### config.mk
export PLATFORM = sky130hd
export DESIGN_NAME = led_flow_ctrl_flat
export DESIGN_NICKNAME = d
export VERILOG_FILES = /design/src/rtl/led_pkg.sv /design/src/rtl/led_flow_ctrl_if.sv /design/src/rtl/tick_gen.sv /design/src/rtl/led_flow_ctrl.sv /design/src/flat_wrapper.sv
export SDC_FILE = /design/constraint.sdc
export NUM_CORES = 1
export LEC_CHECK = 0
export BUFFER_PORTS_ARGS = -buffer_cell sky130_fd_sc_hd__buf_2
export CAP_MARGIN = 0
export CORE_MARGIN = 10
export CORE_UTILIZATION = 28
export CTS_BUF_LIST = sky130_fd_sc_hd__clkbuf_4 sky130_fd_sc_hd__clkbuf_8
export DETAILED_ROUTE_END_ITERATION = 6
export SLEW_MARGIN = 20
export SYNTH_ARGS = -nofsm -noshare
export SYNTH_HDL_FRONTEND = slang
export SYNTH_SLANG_ARGS = --single-unit
### constraint.sdc
create_clock -name sclk -period 2.8 [get_ports sclk]
set_clock_uncertainty 0.15 [all_clocks]
set_input_delay 0.42 -clock sclk [delete_from_list [all_inputs] [get_ports sclk]]
set_output_delay 0.42 -clock sclk [all_outputs]
set_load 0.02 [all_outputs]
### src/rtl/led_pkg.sv
// Shared encodings for the LED flow controller: pattern modes and ping-pong direction.
package led_pkg;

    typedef enum logic [1:0] {
        MODE_ROL  = 2'd0,
        MODE_ROR  = 2'd1,
        MODE_PING = 2'd2,
        MODE_FILL = 2'd3
    } mode_e;

    typedef enum logic {
        DIR_LEFT  = 1'b0,
        DIR_RIGHT = 1'b1
    } dir_e;

endpackage

### src/rtl/led_flow_ctrl_if.sv
// Control/status bundle between a host and the LED flow controller.
interface led_flow_ctrl_if #(
    parameter int LED_NUM = 8
);
    logic [1:0]         mode;
    logic               mode_vld;
    logic               pause;
    logic [1:0]         speed;
    logic [LED_NUM-1:0] led;
    logic               step_pulse;
    logic [1:0]         mode_cur;

    modport master (
        output mode, mode_vld, pause, speed,
        input  led, step_pulse, mode_cur
    );

    modport slave (
        input  mode, mode_vld, pause, speed,
        output led, step_pulse, mode_cur
    );
endinterface

### src/rtl/tick_gen.sv
// Prescaler: one-cycle tick every DELAY_STEP+1 enabled cycles; clr restarts the count.
module tick_gen #(
    parameter int DELAY_STEP = 49_999_999
) (
    input  logic sclk,
    input  logic s_rst_n,
    input  logic clr,
    input  logic en,
    output logic tick
);
    localparam int              CW   = (DELAY_STEP > 0) ? $clog2(DELAY_STEP + 1) : 1;
    localparam logic [CW-1:0]   TERM = CW'(DELAY_STEP);

    logic [CW-1:0] cnt_q, cnt_d;

    always_comb begin
        cnt_d = cnt_q;
        if (clr)
            cnt_d = '0;
        else if (en)
            cnt_d = (cnt_q == TERM) ? '0 : cnt_q + 1'b1;
    end

    always_ff @(posedge sclk or negedge s_rst_n) begin
        if (!s_rst_n) cnt_q <= '0;
        else          cnt_q <= cnt_d;
    end

    assign tick = en && (cnt_q == TERM);
endmodule

### src/rtl/led_flow_ctrl.sv
// LED pattern sequencer: prescaled base ticks, speed divider, and one registered
// led/dir stage fed by a per-mode next-pattern case.
module led_flow_ctrl
    import led_pkg::*;
#(
    parameter int LED_NUM    = 8,
    parameter int DELAY_STEP = 49_999_999
) (
    input  logic           sclk,
    input  logic           s_rst_n,
    led_flow_ctrl_if.slave bus
);
    localparam logic [LED_NUM-1:0] LED_ONE = LED_NUM'(1);

    mode_e              mode_q, mode_d;
    dir_e               dir_q, dir_d;
    logic [LED_NUM-1:0] led_q, led_d;
    logic [1:0]         spd_q, spd_d;
    logic               pulse_q, pulse_d;
    logic               tick;
    logic               step;
    logic [LED_NUM-1:0] pat_led;
    dir_e               pat_dir;

    tick_gen #(.DELAY_STEP(DELAY_STEP)) u_tick (
        .sclk    (sclk),
        .s_rst_n (s_rst_n),
        .clr     (bus.mode_vld),
        .en      (~bus.pause),
        .tick    (tick)
    );

    // >= rather than == so a speed lowered below the running count steps on the next tick
    assign step = tick && !bus.mode_vld && (spd_q >= bus.speed);

    always_comb begin
        pat_led = led_q;
        pat_dir = dir_q;
        case (mode_q)
            MODE_ROL:  pat_led = {led_q[LED_NUM-2:0], led_q[LED_NUM-1]};
            MODE_ROR:  pat_led = {led_q[0], led_q[LED_NUM-1:1]};
            MODE_PING: begin
                if (dir_q == DIR_LEFT) begin
                    pat_led = led_q << 1;
                    pat_dir = pat_led[LED_NUM-1] ? DIR_RIGHT : DIR_LEFT;
                end else begin
                    pat_led = led_q >> 1;
                    pat_dir = pat_led[0] ? DIR_LEFT : DIR_RIGHT;
                end
            end
            MODE_FILL: pat_led = (&led_q) ? LED_ONE : {led_q[LED_NUM-2:0], 1'b1};
            default:   pat_led = led_q;
        endcase
    end

    always_comb begin
        mode_d  = mode_q;
        dir_d   = dir_q;
        led_d   = led_q;
        spd_d   = spd_q;
        pulse_d = step;
        if (bus.mode_vld) begin
            mode_d = mode_e'(bus.mode);
            dir_d  = DIR_LEFT;
            led_d  = LED_ONE;
            spd_d  = '0;
        end else if (tick) begin
            if (step) begin
                spd_d = '0;
                led_d = pat_led;
                dir_d = pat_dir;
            end else begin
                spd_d = spd_q + 2'd1;
            end
        end
    end

    always_ff @(posedge sclk or negedge s_rst_n) begin
        if (!s_rst_n) begin
            mode_q  <= MODE_ROL;
            dir_q   <= DIR_LEFT;
            led_q   <= LED_ONE;
            spd_q   <= '0;
            pulse_q <= 1'b0;
        end else begin
            mode_q  <= mode_d;
            dir_q   <= dir_d;
            led_q   <= led_d;
            spd_q   <= spd_d;
            pulse_q <= pulse_d;
        end
    end

    assign bus.led        = led_q;
    assign bus.step_pulse = pulse_q & ~bus.pause;
    assign bus.mode_cur   = mode_q;
endmodule

### src/flat_wrapper.sv
// flat-port wrapper written by rule: the top's interface ports become plain ports
module led_flow_ctrl_flat import led_pkg::*;
#(
    parameter int LED_NUM    = 8,
    parameter int DELAY_STEP = 49_999_999
)
  (sclk, s_rst_n, bus_mode, bus_mode_vld, bus_pause, bus_speed, bus_led, bus_step_pulse, bus_mode_cur);
  led_flow_ctrl_if #(.LED_NUM(LED_NUM)) bus_i ();
  input  logic sclk;
  input  logic s_rst_n;
  input wire logic [$bits(bus_i.mode)-1:0] bus_mode;
  input wire logic [$bits(bus_i.mode_vld)-1:0] bus_mode_vld;
  input wire logic [$bits(bus_i.pause)-1:0] bus_pause;
  input wire logic [$bits(bus_i.speed)-1:0] bus_speed;
  output wire logic [$bits(bus_i.led)-1:0] bus_led;
  output wire logic [$bits(bus_i.step_pulse)-1:0] bus_step_pulse;
  output wire logic [$bits(bus_i.mode_cur)-1:0] bus_mode_cur;
  assign bus_i.mode = bus_mode;
  assign bus_i.mode_vld = bus_mode_vld;
  assign bus_i.pause = bus_pause;
  assign bus_i.speed = bus_speed;
  assign bus_led = bus_i.led;
  assign bus_step_pulse = bus_i.step_pulse;
  assign bus_mode_cur = bus_i.mode_cur;
  led_flow_ctrl #(.LED_NUM(LED_NUM), .DELAY_STEP(DELAY_STEP)) u_core (.sclk(sclk), .s_rst_n(s_rst_n), .bus(bus_i));
endmodule
==> metrics.txt <==
# TYPE chip_impl_metric gauge
chip_impl_info{name="outcome",value="finished, final reports clean"} 1
chip_impl_info{name="worst_hold_path_type",value="input pin to async pin"} 1
chip_impl_metric{name="whs",unit="ns"} 0.102
chip_impl_info{name="clock-root-buffer",value="clkbuf_8"} 1
chip_impl_metric{name="drv_cap",unit=""} 0
chip_impl_metric{name="htreeDepth",unit=""} 2
chip_impl_metric{name="boundaryPins",unit=""} 19
chip_impl_metric{name="peakVddDrop",unit="V"} 0.000263
chip_impl_metric{name="initialDrtViolationCount",unit=""} 62
chip_impl_metric{name="row_count",unit=""} 31
chip_impl_metric{name="met2_usage",unit=""} 0.132
chip_impl_metric{name="final_max_slew_viol_count",unit=""} 0
chip_impl_metric{name="cts_buffer_depth",unit=""} 2
chip_impl_metric{name="drive_gt1_frac",unit=""} 0.182
chip_impl_info{name="grt_setup_unrepaired",value="false"} 1
chip_impl_metric{name="grt_max_degree",unit=""} 41
chip_impl_metric{name="routabilityCongestion",unit=""} 0.800
chip_impl_metric{name="setup_slack_after_layout",unit="ns"} 0.296
chip_impl_metric{name="postSynthRegisterBits",unit=""} 40
chip_impl_metric{name="synth_fp_nets",unit=""} 236
chip_impl_metric{name="grt_overflow",unit=""} 0
chip_impl_metric{name="clk_pin_slew",unit="ns"} 0.08
chip_impl_metric{name="seq_area_frac_synth",unit=""} 0.464
chip_impl_metric{name="first_global_vias",unit=""} 1709
chip_impl_metric{name="postCtsSetupBuffers",unit=""} 0
chip_impl_metric{name="grt_antenna_before_repair",unit=""} 0
chip_impl_metric{name="start_util",unit=""} 0.293
chip_impl_metric{name="post-route-util",unit=""} 0.337
chip_impl_metric{name="die_w",unit="um"} 108
chip_impl_info{name="predominant_post_synthesis_flop_cell",value="dfrtp_1"} 1
chip_impl_info{name="worst_setup_path_start_kind",value="flip-flop"} 1
chip_impl_metric{name="antenna_diode_count",unit=""} 0
chip_impl_metric{name="residual_drc_count",unit=""} 0
chip_impl_metric{name="sum_of_negative_setup_slack",unit="ns"} 0
chip_impl_metric{name="dieArea",unit="mm^2"} 0.0116
chip_impl_metric{name="io_buffer_count",unit=""} 18
chip_impl_metric{name="gr-usage-met3",unit=""} 0.0246
chip_impl_metric{name="detailedRoute.firstPassIterationCount",unit=""} 4
chip_impl_metric{name="num-nets-final",unit=""} 257
chip_impl_metric{name="critical_path_arrival",unit="ns"} 2.57
chip_impl_metric{name="design.core.area",unit="mm^2"} 0.00737
chip_impl_metric{name="syn-instance-count",unit=""} 225
chip_impl_metric{name="worst_ep_required_time",unit="ns"} 2.87
chip_impl_metric{name="area.sequential",unit="mm^2"} 0.00100
chip_impl_metric{name="synth-warning-count",unit=""} 0
chip_impl_metric{name="finalSetupViolCount",unit=""} 0
chip_impl_metric{name="post_synth_num_cell_types",unit=""} 48
chip_impl_metric{name="min_period_over_period",unit=""} 0.894
chip_impl_metric{name="route.vias.total",unit=""} 1688
chip_impl_metric{name="finalHoldViolCount",unit=""} 0
chip_impl_metric{name="cts.sink_count",unit=""} 40
chip_impl_metric{name="drt-total-wl",unit="mm"} 4.65
chip_impl_metric{name="syn-mean-instance-area",unit="um^2"} 9.59
chip_impl_metric{name="syn2layout_area_growth",unit="%"} 15.1
chip_impl_metric{name="wire_per_inst",unit="um"} 13.4
chip_impl_metric{name="global_route_wire_length_before_repair",unit="mm"} 8.31
chip_impl_metric{name="drtAntennaViolNets",unit=""} 0
chip_impl_metric{name="number_of_enable_type_register_cells_in_the_synthesized_netlist",unit=""} 0
chip_impl_metric{name="cts_buffers",unit=""} 5
chip_impl_metric{name="max_freq",unit="MHz"} 399
chip_impl_metric{name="final.min_clock_period",unit="ns"} 2.50
chip_impl_metric{name="place_hpwl",unit="mm"} 3.29
chip_impl_metric{name="cts_resized",unit=""} 0
chip_impl_metric{name="dp_slack",unit="ns"} 0.297
chip_impl_info{name="tritoncts_clock_tree",value="built"} 1
chip_impl_info{name="critical_path_class",value="flip-flop to flip-flop"} 1
chip_impl_info{name="critPathCaptureType",value="flip-flop"} 1
chip_impl_metric{name="globalRouteTotalUtil",unit=""} 0.0866
chip_impl_metric{name="gr_met1_demand_resource",unit=""} 0.115
chip_impl_info{name="gr-max-usage-layer",value="met2"} 1
chip_impl_metric{name="crit_fanout",unit=""} 7
chip_impl_metric{name="max_slew_headroom",unit=""} 0.403
chip_impl_metric{name="die-height",unit="um"} 108
chip_impl_metric{name="clkLatencyLatePin",unit="ns"} 0.29
chip_impl_metric{name="synth.cell_area",unit="mm^2"} 0.00216
chip_impl_metric{name="cellLeakagePower",unit="nW"} 1.05
chip_impl_metric{name="synthArstFlopShare",unit=""} 1.00
chip_impl_metric{name="post_drt_via_cell_ratio",unit=""} 4.88
chip_impl_metric{name="power.density_cell_area",unit="mW/mm^2"} 457
chip_impl_metric{name="filler_cell_count",unit=""} 789
chip_impl_metric{name="cts_hold_buffers",unit=""} 0
chip_impl_metric{name="area_occupied_by_multi_input_gates",unit="mm^2"} 0.00109
chip_impl_metric{name="worst_pin_slew",unit="ns"} 0.895
==> cells by family (layout without fill, tap and decap cells) <==
group,count (synthesis),after routing,synth area share
adders and majority gates,3,3,0.0174
muxes,3,3,0.0157
xor gates and xnor gates,21,21,0.0852
and+or+nand+nor,108,108,0.285
buffers and inverters,16,38,0.0290
AOI/OAI and AO/OA,34,34,0.104
DFF,40,40,0.464
==> path summary, 6_finish.rpt <==
| kind | from | end | slack, ns | depth (start not counted) |
|---|---|---|---|---|
| worst max-delay path | u_core.u_tick.cnt_q[7]$_DFFE_PN0P_ | u_core.dir_q$_DFFE_PN0P_ | 0.30 | 5 |
| worst min-delay path | s_rst_n | u_core.u_tick.cnt_q[22]$_DFFE_PN0P_ | 0.10 | 1 |
| worst max register to register | u_core.u_tick.cnt_q[7]$_DFFE_PN0P_ | u_core.dir_q$_DFFE_PN0P_ | 0.30 | 5 |
| worst min register to register | u_core.u_tick.cnt_q[14]$_DFFE_PN0P_ | u_core.u_tick.cnt_q[14]$_DFFE_PN0P_ | 0.40 | 2 |
| max in group asynchronous | s_rst_n | u_core.bus.led[3]$_DFFE_PN0P_ | 1.84 | 1 |
| min in group sclk | bus_mode[0] | u_core.bus.mode_cur[0]$_DFFE_PN0P_ | 0.21 | 2 |
==> critical path, cell delays in order (launching register included) <==
cell,delay [ns]
dfrtp_1,0.44
or4b_4,0.57
nor4_4,0.32
nand4b_2,0.25
or4b_1,0.55
a21oi_1,0.16
==> cell usage in the layout, fill, tap and decap left out, types with 3 or more instances in the layout <==
| cell type | count |
|---|---|
| xor2_1 | 16 |
| nor3_1 | 6 |
| and3_1 | 4 |
| nand2_1 | 18 |
| nand3_1 | 10 |
| clkbuf_8 | 5 |
| buf_2 | 18 |
| a31oi_1 | 3 |
| nand2b_1 | 3 |
| ha_1 | 3 |
| mux2_2 | 3 |
| inv_1 | 6 |
| nor2_1 | 33 |
| nor2b_1 | 4 |
| a21oi_1 | 11 |
| dfrtp_1 | 39 |
| xnor2_1 | 5 |
| a211oi_1 | 6 |
| a22oi_1 | 5 |
| buf_4 | 5 |
| nand4_1 | 10 |
==> registers in the layout, indices dropped and copies added, names as in the netlist <==
name and flops:
u_core.u_tick.cnt_q 26, u_core.bus.led 8, u_core.bus.mode_cur 2, u_core.spd_q 2, u_core.dir_q 1, u_core.pulse_q 1
==> metal layers <==
metal  part of all wire  vias up  wire (um)
li1                   -      837          -
met4             0.0099        0         46
met1               0.48      816       2240
met5                  0        -          0
met2               0.47       28       2170
met3              0.042        7        193
==> synth_stat cells, types with 2 or more instances <==
cell type / number / area [um^2]
nand4_1: 10 / 62.6
nand2_1: 18 / 67.6
inv_1: 6 / 22.5
nor3_1: 6 / 30.0
nor2_1: 33 / 124
a21oi_1: 11 / 55.1
a31oi_1: 3 / 18.8
nor2b_1: 4 / 25.0
xnor2_1: 5 / 43.8
clkbuf_1: 6 / 22.5
xor2_1: 16 / 140
a22oi_1: 5 / 37.5
nand2b_1: 3 / 18.8
nand3_1: 10 / 50.1
buf_2: 2 / 10.0
ha_1: 3 / 37.5
nor4_1: 2 / 12.5
dfrtp_1: 39 / 976
a211oi_1: 6 / 45.0
or3_1: 2 / 12.5
or4_1: 2 / 15.0
mux2_2: 3 / 33.8
o21ai_0: 2 / 10.0
and3_1: 4 / 25.0
==> area by class of cell <==
cell class	instances	area share
Inverter	7	0.0106
Tap cell	99	0.0498
Clock buffer	5	0.0277
Clock inverter	3	0.0171
Sequential cell	40	0.403
Timing Repair Buffer	23	0.0514
Multi-Input combinational cell	169	0.440
==> through the flow <==
stage | area (um^2) | instances | total power (W)
2_1_floorplan | 2160 | 225 | 0.000644
3_3_place_gp | 2370 | 338 | 0.000674
3_5_place_dp | 2370 | 338 | 0.000675
4_1_cts | 2480 | 346 | 0.00116
5_1_grt | 2480 | 346 | 0.00119
6_report | 2480 | 346 | 0.00113
==> report_power, final <==
part / switching (W) / internal (W) / total [W] / leakage (nW)
sequential: 0.00000922 / 0.000583 / 0.000592 / 0.550
clock: 0.000210 / 0.000264 / 0.000474 / 0.0541
combinational: 0.0000468 / 0.0000226 / 0.0000694 / 0.446
total: 0.000266 / 0.000869 / 0.00113 / 1.05
Note: power is estimated with default switching activity, not from simulation.
